==> config.mk <==
export PLATFORM = sky130hd
export DESIGN_NAME = execute_unit
export DESIGN_NICKNAME = d
export VERILOG_FILES = /design/src/rtl/exec_pkg.sv /design/src/rtl/execute_divider.sv /design/src/rtl/execute_unit.sv
export SDC_FILE = /design/constraint.sdc
export NUM_CORES = 1
export LEC_CHECK = 0
export CORE_ASPECT_RATIO = 0.9
export CORE_MARGIN = 2
export CORE_UTILIZATION = 62
export CTS_CLUSTER_DIAMETER = 60
export DETAILED_ROUTE_END_ITERATION = 12
export PLACE_DENSITY = 0.83
export SKIP_CTS_REPAIR_TIMING = 1
export SLEW_MARGIN = 20
export SYNTH_ARGS = -nofsm -noshare
export SYNTH_HDL_FRONTEND = slang
export SYNTH_SLANG_ARGS = --single-unit
==> constraint.sdc <==
create_clock -name clk -period 4.8 [get_ports clk]
set_input_delay 0.48 -clock clk [delete_from_list [all_inputs] [get_ports clk]]
set_output_delay 0.48 -clock clk [all_outputs]
set_load 0.005 [all_outputs]
==> src/rtl/exec_pkg.sv <==
// Shared definitions for the execute stage: operation codes, FSM states and
// a small decode helper used by the top level.
package exec_pkg;

  typedef enum logic [2:0] {
    OP_ADD = 3'b000,
    OP_SUB = 3'b001,
    OP_MUL = 3'b010,
    OP_DIV = 3'b011,
    OP_REM = 3'b100,
    OP_AND = 3'b101,
    OP_OR  = 3'b110,
    OP_XOR = 3'b111
  } op_e;

  typedef enum logic [1:0] {
    ST_IDLE = 2'd0,
    ST_DIV  = 2'd1,
    ST_DONE = 2'd2
  } state_e;

  function automatic logic is_div_op(input op_e op);
    return (op == OP_DIV) || (op == OP_REM);
  endfunction

endpackage

==> src/rtl/execute_divider.sv <==
// Serial restoring divider: one trial subtract and shift per cycle, WIDTH
// iterations per divide, with a one-cycle done pulse at the end.
module execute_divider #(
  parameter int WIDTH = 8
) (
  input  logic             clk,
  input  logic             reset_n,
  input  logic             start,
  input  logic [WIDTH-1:0] dividend,
  input  logic [WIDTH-1:0] divisor,
  output logic             busy,
  output logic             done,
  output logic [WIDTH-1:0] quotient,
  output logic [WIDTH-1:0] remainder
);

  localparam int CW = $clog2(WIDTH + 1);

  logic [WIDTH-1:0] rem_q;
  logic [WIDTH-1:0] quo_q;
  logic [WIDTH-1:0] dvsr_q;
  logic [CW-1:0]    count_q;
  logic             busy_q;
  logic             done_q;

  // The shifted partial remainder is below 2*divisor, so a borrow out of the
  // trial subtract means "divisor does not fit" and the remainder is restored.
  logic [WIDTH:0] shifted;
  logic [WIDTH:0] trial;

  assign shifted = {rem_q, quo_q[WIDTH-1]};
  assign trial   = shifted - {1'b0, dvsr_q};

  // NOTE: sequential state uses non-blocking assignments so every register
  // samples the pre-edge values, independent of statement order.
  always_ff @(posedge clk or negedge reset_n) begin
    if (!reset_n) begin
      rem_q   <= '0;
      quo_q   <= '0;
      dvsr_q  <= '0;
      count_q <= '0;
      busy_q  <= 1'b0;
      done_q  <= 1'b0;
    end else begin
      done_q <= 1'b0;
      if (start) begin
        rem_q   <= '0;
        quo_q   <= dividend;
        dvsr_q  <= divisor;
        count_q <= CW'(WIDTH);
        busy_q  <= 1'b1;
      end else if (busy_q) begin
        if (!trial[WIDTH]) begin
          rem_q <= trial[WIDTH-1:0];
          quo_q <= {quo_q[WIDTH-2:0], 1'b1};
        end else begin
          rem_q <= shifted[WIDTH-1:0];
          quo_q <= {quo_q[WIDTH-2:0], 1'b0};
        end
        count_q <= count_q - CW'(1);
        if (count_q == CW'(1)) begin
          busy_q <= 1'b0;
          done_q <= 1'b1;
        end
      end
    end
  end

  assign busy      = busy_q;
  assign done      = done_q;
  assign quotient  = quo_q;
  assign remainder = rem_q;

endmodule

==> src/rtl/execute_unit.sv <==
// Handshaked execute stage: single-cycle ALU plus a serial divider, with a
// registered result and flags held until write-back consumes them.
module execute_unit #(
  parameter int WIDTH = 8
) (
  input  logic             clk,
  input  logic             reset_n,
  input  logic             in_valid,
  output logic             in_ready,
  input  logic [2:0]       op,
  input  logic [WIDTH-1:0] src1_value,
  input  logic [WIDTH-1:0] src2_value,
  output logic             out_valid,
  input  logic             out_ready,
  output logic [WIDTH-1:0] result,
  output logic             flag_zero,
  output logic             flag_carry,
  output logic             flag_dbz
);

  import exec_pkg::*;

  state_e state, state_next;
  op_e    op_in;
  logic   accept;
  logic   div_op_in;
  logic   div_start;
  logic   load_now;
  logic   rem_sel;

  logic             div_busy;
  logic             div_done;
  logic [WIDTH-1:0] div_quo;
  logic [WIDTH-1:0] div_rem;
  logic [WIDTH-1:0] div_value;

  logic [WIDTH-1:0]   alu_result;
  logic               alu_carry;
  logic [WIDTH:0]     sum_wide;
  logic [2*WIDTH-1:0] product;

  assign op_in     = op_e'(op);
  assign in_ready  = (state == ST_IDLE) || ((state == ST_DONE) && out_ready);
  assign out_valid = (state == ST_DONE);
  assign accept    = in_valid && in_ready;
  assign div_op_in = is_div_op(op_in);
  // A divide by zero bypasses the divider and retires through the ALU path.
  assign div_start = accept && div_op_in && (src2_value != '0);
  assign load_now  = accept && !div_start;
  assign div_value = rem_sel ? div_rem : div_quo;

  // NOTE: every combinational output gets a default first so no path through
  // the case statement can leave a value unassigned and infer a latch.
  always_comb begin
    alu_result = '0;
    alu_carry  = 1'b0;
    sum_wide   = '0;
    product    = '0;
    case (op_in)
      OP_ADD: begin
        sum_wide   = {1'b0, src1_value} + {1'b0, src2_value};
        alu_result = sum_wide[WIDTH-1:0];
        alu_carry  = sum_wide[WIDTH];
      end
      OP_SUB: begin
        sum_wide   = {1'b0, src1_value} - {1'b0, src2_value};
        alu_result = sum_wide[WIDTH-1:0];
        alu_carry  = sum_wide[WIDTH];
      end
      OP_MUL: begin
        product    = {{WIDTH{1'b0}}, src1_value} * {{WIDTH{1'b0}}, src2_value};
        alu_result = product[WIDTH-1:0];
        alu_carry  = |product[2*WIDTH-1:WIDTH];
      end
      OP_DIV:  alu_result = '1;
      OP_REM:  alu_result = src1_value;
      OP_AND:  alu_result = src1_value & src2_value;
      OP_OR:   alu_result = src1_value | src2_value;
      OP_XOR:  alu_result = src1_value ^ src2_value;
      default: alu_result = '0;
    endcase
  end

  always_comb begin
    state_next = state;
    case (state)
      ST_IDLE, ST_DONE: begin
        if (accept) begin
          state_next = div_start ? ST_DIV : ST_DONE;
        end else if ((state == ST_DONE) && out_ready) begin
          state_next = ST_IDLE;
        end
      end
      ST_DIV: begin
        // Falling back to IDLE if the divider ever stops without a result
        // keeps the unit from waiting forever.
        if (div_done) begin
          state_next = ST_DONE;
        end else if (!div_busy) begin
          state_next = ST_IDLE;
        end
      end
      default: state_next = ST_IDLE;
    endcase
  end

  always_ff @(posedge clk or negedge reset_n) begin
    if (!reset_n) begin
      state      <= ST_IDLE;
      result     <= '0;
      flag_zero  <= 1'b0;
      flag_carry <= 1'b0;
      flag_dbz   <= 1'b0;
      rem_sel    <= 1'b0;
    end else begin
      state <= state_next;
      if (div_start) begin
        rem_sel <= (op_in == OP_REM);
      end
      if (load_now) begin
        result     <= alu_result;
        flag_zero  <= (alu_result == '0);
        flag_carry <= alu_carry;
        flag_dbz   <= div_op_in;
      end else if ((state == ST_DIV) && div_done) begin
        result     <= div_value;
        flag_zero  <= (div_value == '0);
        flag_carry <= 1'b0;
        flag_dbz   <= 1'b0;
      end
    end
  end

  execute_divider #(
    .WIDTH(WIDTH)
  ) u_divider (
    .clk       (clk),
    .reset_n   (reset_n),
    .start     (div_start),
    .dividend  (src1_value),
    .divisor   (src2_value),
    .busy      (div_busy),
    .done      (div_done),
    .quotient  (div_quo),
    .remainder (div_rem)
  );

endmodule
==> results.toml, run 1 <==
[yosys]
yosys_register_bits = 44
synth_top_area_share = 0.191
synthAdderAreaFrac = 0.288
synthesis.nets = 823
yosysMostFrequentCell = "inv_1"
async_reset_ff_frac = 1.00
ys_types = 69
synthSimpleGateAreaFrac = 0.169
synth-compound-area-share = 0.182
synthTopCellsByArea = "dfrtp_1 (19%), ha_1 (15%), fa_1 (14%)"
ys.warnings.count = 0
synth_common_cells = "inv_1 (93), nand2_1 (75), nor2_1 (72)"
synth_top_family_by_area = "adder cells"
synthXorXnorAreaFrac = 0.0337
synth_mux_area_frac = 0.0539
synth-edff-count = 0
ys_seq_area_frac = 0.191
synthFlopType = "dfrtp_1"
synth_area_leader_cell = "dfrtp_1"
syn_area_per_cell_um2 = 8.33
synth_cells = 691
syn_area_mm2 = 0.00576

[grt]
grt_max_degree = 45
globalRouteOverflowTotal = 0
antenna_found_initial = 0
grt_pass1_wl_um = 26300
grt_pass1_vias = 5380
grt_use_total = 0.337

[cells_and_area]
multiInputGateArea_mm2 = 0.00427
nNetsFinal = 912
regArea_mm2 = 0.00110
diodes = 0
final_area_mm2 = 0.00691
fillCellCount = 677
layout-drive-gt1-share = 0.151
syn_to_final_growth_pct = 20.0

[setup_path]
rr_worst_depth = 9
r2r_end = "u_divider.remainder[3]$_DFFE_PN0P_"
worstSetupEndpointType = "register"
crit_end = "flag_carry$_DFFE_PN0P_"
r2r_setup_slack_ns = 2.14
startpoint_type = "input port"
worstSetupPathType = "input port to register"
r2r-start = "u_divider.quotient[7]$_DFFE_PN0P_"
critPathLaunch = "src1_value[2]"
arrival_ns = 4.84
crit_fanout = 4
cp.required_ns = 4.97

[timing]
period_share = 0.973
finalSetupTns_ns = 0
clock-skew-final_ns = 0.0124
hold_viol_final = 0
slew_headroom = 0.287
slew_violations = 0
fmax_ghz = 0.214
tightest_slew_ns = 1.07
layout_min_cycle_time_ns = 4.67
setup_viol = 0

[place]
hpwl_um = 13300
port_buffers = 35
place_area_mm2 = 0.00666
place.gp.congestion = 1.03

[pwr]
pwr_density_cell_mw_per_mm2 = 475
power.leakage_nw = 3.42
vdd_ir_drop_max_uv = 401

[floorplanning]
fp.dieH_um = 95.4
io_pins = 36
die_w_um = 106
fp-row-count = 33
die_area_mm2 = 0.0101
initial_core_util = 0.634
core_area_mm2 = 0.00908

[clock_tree]
cts_root_buf = "clkbuf_8"
cts_tree = "done"
clock_latency_ns = 0.31
htreeDepth = 2
cts_buffers = 5
clock_path_buffers = 2
clock_sinks = 44
path_clk_slew_ns = 0.09

[min_path]
hp-class = "input port to asynchronous set/reset pin"

[detailed_routing]
wl_met3_um = 1080
vias = 5371
drt_iter0_markers = 391
route.met2.wl_um = 7980
first_pass_iters = 5
top_layer = "met4"
m1WireLength_um = 6880
ant_nets = 0
drc = 0
finalWirelength_um = 16500
via_per_inst = 5.95
routedWlPerCell_um = 18.2

[flow_run]
cap_violations = 0

[outcome]
status = "completed"
==> critical path: stages <==
cell,delay [ns]
dlymetal6s2s_1,0.21
nand2_1,0.12
fa_1,0.54
fa_1,0.56
inv_1,0.06
fa_1,0.54
inv_1,0.06
fa_1,0.54
inv_1,0.07
ha_4,0.24
and3_2,0.19
a221oi_4,0.25
o21ai_2,0.09
or3_1,0.34
a211o_1,0.27
nor4_2,0.20
o21ai_1,0.08
==> how the worst min path moves through the flow <==
stage | end | slack, ns | cells past startpoint
floorplan | flag_carry$_DFFE_PN0P_ | 0.18 | 0
global placement | u_divider.dvsr_q[0]$_DFFE_PN0P_ | 0.48 | 2
detailed placement | u_divider.count_q[3]$_DFFE_PN0P_ | 0.51 | 2
CTS | state[0]$_DFFE_PN0P_ | 0.37 | 1
global route | u_divider.count_q[3]$_DFFE_PN0P_ | 0.20 | 1
finish | result[3]$_DFFE_PN0P_ | 0.16 | 1
==> flip-flops by register name, summed over array words and instances (netlist names) <==
signal and cells:
u_divider.busy 1, u_divider.done 1, u_divider.remainder 8, u_divider.count_q 4
flag_zero 1, flag_carry 1, u_divider.quotient 8, state 2
rem_sel 1, flag_dbz 1, result 8, u_divider.dvsr_q 8
==> report_power, final <==
part | internal (mW) | leakage (nW) | switching (mW)
Sequential | 0.536 | 0.535 | 0.178
Combinational | 1.07 | 2.83 | 1.19
Clock | 0.157 | 0.0548 | 0.143
==> cell families (layout without fill, tap and decap cells) <==
group | count (synthesis) | after routing
AND/OR/NAND/NOR | 212 | 212
adder cells (fa/ha/maj) | 109 | 109
multiplexers | 27 | 27
buffers and inverters | 120 | 210
flip-flops | 44 | 44
AO/OA/AOI/OAI | 159 | 159
XOR/XNOR | 20 | 20
==> layout make-up <==
class / count / share of cell area
multi-input combinational: 527 / 0.618
sequential: 44 / 0.159
timing repair buffer: 104 / 0.130
inverter: 98 / 0.0533
tap: 122 / 0.0221
clock buffer: 5 / 0.00997
clock inverter: 3 / 0.00670
==> layer usage <==
layer / GRT usage / vias to the layer above
met1: 0.433 / 2568
met3: 0.0622 / 44
met5: 0 / -
li1: - / 2535
met4: 0.116 / 0
met2: 0.578 / 224
==> metrics by stage <==
step	hold slack (ns)	std cells	power [mW]	util	setup slack [ns]
after floorplan	0.184	691	2.16	-	0.0149
after global placement	0.485	893	2.72	0.733	-0.579
after detailed placement	0.513	893	2.84	0.733	-0.663
after CTS	0.368	901	3.16	0.745	-0.369
after global routing	0.203	903	3.56	0.760	-0.0188
final	0.163	903	3.28	0.760	0.129
==> cell usage in the layout, fill, tap and decap left out, types with 11 or more instances in the layout <==
master / synthesis / routed
clkdlybuf4s50_1: 0 / 21
mux2i_1: 22 / 22
a21oi_1: 40 / 39
fa_1: 39 / 39
o21ai_0: 39 / 38
ha_1: 70 / 67
dlymetal6s2s_1: 0 / 12
buf_4: 0 / 68
dfrtp_1: 44 / 44
inv_1: 93 / 84
nand2_1: 75 / 75
xnor2_1: 12 / 12
nand3_1: 11 / 11
nor2_1: 72 / 70
Power figures use the tool's default switching activity.
==> run 2: changes to the inputs <==
Settings changed: TNS_END_PERCENT set to 50.
==> results of run 2 <==
No change in the layout: final DEF, timing and power equal those of run 1.
==> run 3: changes to the inputs <==
Settings changed: CORE_UTILIZATION 62 to 27, HOLD_SLACK_MARGIN set to 0.05, PLACE_DENSITY 0.83 to not set.
==> run 3 against run 2 <==
First-iteration DRC count decreased by 14%. Sequential share of layout area decreased by 0.48 points. Sequential power decreased by 5.0%. Flip-flop and latch count unchanged. Routed wire length decreased by 1.5%. Utilization decreased by 42 points. Maximum frequency increased by 1.3%. Die area increased by 120%.
==> results.toml, run 3 (same netlist as run 1, synthesis figures left out) <==
[outcome]
status = "completed"

[timing]
hold_viol_final = 0
clock-skew-final_ns = 0.00330
layout_min_cycle_time_ns = 4.61
fmax_ghz = 0.217
slew_violations = 0
period_share = 0.961
finalSetupTns_ns = 0
setup_viol = 0
whs_ns = 0.191
tightest_slew_ns = 0.766
slew_headroom = 0.486

[setup_path]
cpMaxStageDelayCell = "fa_1"
max_stage_delay_ns = 0.55
cp.required_ns = 4.99
worstSetupEndpointType = "register"
startpoint_type = "input port"
r2r-start = "u_divider.quotient[7]$_DFFE_PN0P_"
crit_end = "flag_zero$_DFFE_PN0P_"
worstSetupPathType = "input port to register"
crit_path_frequent_cell = "fa_1"
arrival_ns = 4.80
crit_fanout = 4
r2r_end = "u_divider.remainder[3]$_DFFE_PN0P_"
r2r_setup_slack_ns = 2.27
crit_chain = "clkbuf_2, buf_4, inv_1, nor2_1, fa_1, inv_1, fa_1, fa_1, fa_1, inv_1, ha_4, o21ai_0, or2_2, a21oi_1, o31ai_1, a31oi_1, o221ai_1, o41ai_2"
critPathLaunch = "src1_value[1]"
rr_worst_depth = 9

[detailed_routing]
first_pass_iters = 5
finalWirelength_um = 16200
routedWlPerCell_um = 15.2
vias = 5122
drc = 0
via_per_inst = 4.79
drt_iter0_markers = 338
ant_nets = 0

[cells_and_area]
instances_no_fill = 1070
layout_commonest_cell = "inv_1"
layout-drive-gt1-share = 0.159
nNetsFinal = 915
final_cell_mix = "inv_1 (87), nand2_1 (75), nor2_1 (72)"
syn_to_final_growth_pct = 23.7
diodes = 0
utilization = 0.342
fillCellCount = 2219

[grt]
grt_pass1_wl_um = 25900
antenna_found_initial = 0
grt_use_total = 0.146
globalRouteOverflowTotal = 0
grt_pass1_vias = 4829
grt_max_degree = 45

[pwr]
power.leakage_nw = 3.39
finalPower_mw = 3.29
pwr_density_cell_mw_per_mm2 = 463
vdd_ir_drop_max_uv = 281

[clock_tree]
htreeDepth = 2
clock_latency_ns = 0.29
clock_path_buffers = 2
clock_sinks = 44
path_clk_slew_ns = 0.06
cts_tree = "done"
cts_buffers = 5
cts_root_buf = "clkbuf_16"

[place]
hpwl_um = 13300
place.gp.congestion = 0.904
dp_cells = 1059
port_buffers = 35

[floorplanning]
initial_core_util = 0.276
fp.dieH_um = 143
core_area_mm2 = 0.0208
die_w_um = 158
io_pins = 36
die_area_mm2 = 0.0225
fp-row-count = 50

[min_path]
hp-class = "input port to asynchronous set/reset pin"

[flow_run]
cap_violations = 0
[run 3: worst max-delay path, delay by kind of cell]
kind            cells  cell delay (ns)
fa+ha+maj           5             2.20
compound gates      6             1.30
buf+inv             5             0.48
simple gates        2             0.35
[run 3: power by group]
part | internal, mW | total (mW) | switching, mW
Clock | 0.261 | 0.409 | 0.148
Combinational | 1.08 | 2.21 | 1.13
Sequential | 0.538 | 0.678 | 0.140
Total | 1.88 | 3.29 | 1.42
[run 3: metrics by stage]
step / instance area [um2] / setup slack, ns
finish: 7120 / 0.188
CTS: 7050 / -0.417
global placement: 6880 / -0.655
detailed placement: 6880 / -0.702
floorplan: 5760 / 0.0149
global route: 7120 / -0.0329
[run 3: layer usage]
metal  routed length, um  GRT usage  vias to the layer above
met3                 643     0.0158                       17
li1                    -          -                     2539
met5                   0          0                        -
met2                7500      0.235                      101
met4                 196     0.0292                        0
met1                7890      0.212                     2465
[run 3: worst min-delay path by stage]
stage,start,endpoint,slack [ns],cells past startpoint
2_1_floorplan,reset_n,flag_carry$_DFFE_PN0P_,0.18,0
3_3_place_gp,result[7]$_DFFE_PN0P_,result[7]$_DFFE_PN0P_,0.50,1
3_5_place_dp,result[7]$_DFFE_PN0P_,result[7]$_DFFE_PN0P_,0.51,1
4_1_cts,reset_n,result[0]$_DFFE_PN0P_,0.40,1
5_1_grt,reset_n,result[0]$_DFFE_PN0P_,0.24,1
6_report,reset_n,result[0]$_DFFE_PN0P_,0.19,1
[run 3: cell type report]
class,count,area (um2),share of cell area
repair buffers,107,862,0.121
well taps,286,358,0.0503
clock buffers,6,139,0.0195
clock inverters,2,38.8,0.00545
flip-flops and latches,44,1100,0.155
inverters,98,368,0.0517
multi-input cells,527,4250,0.597
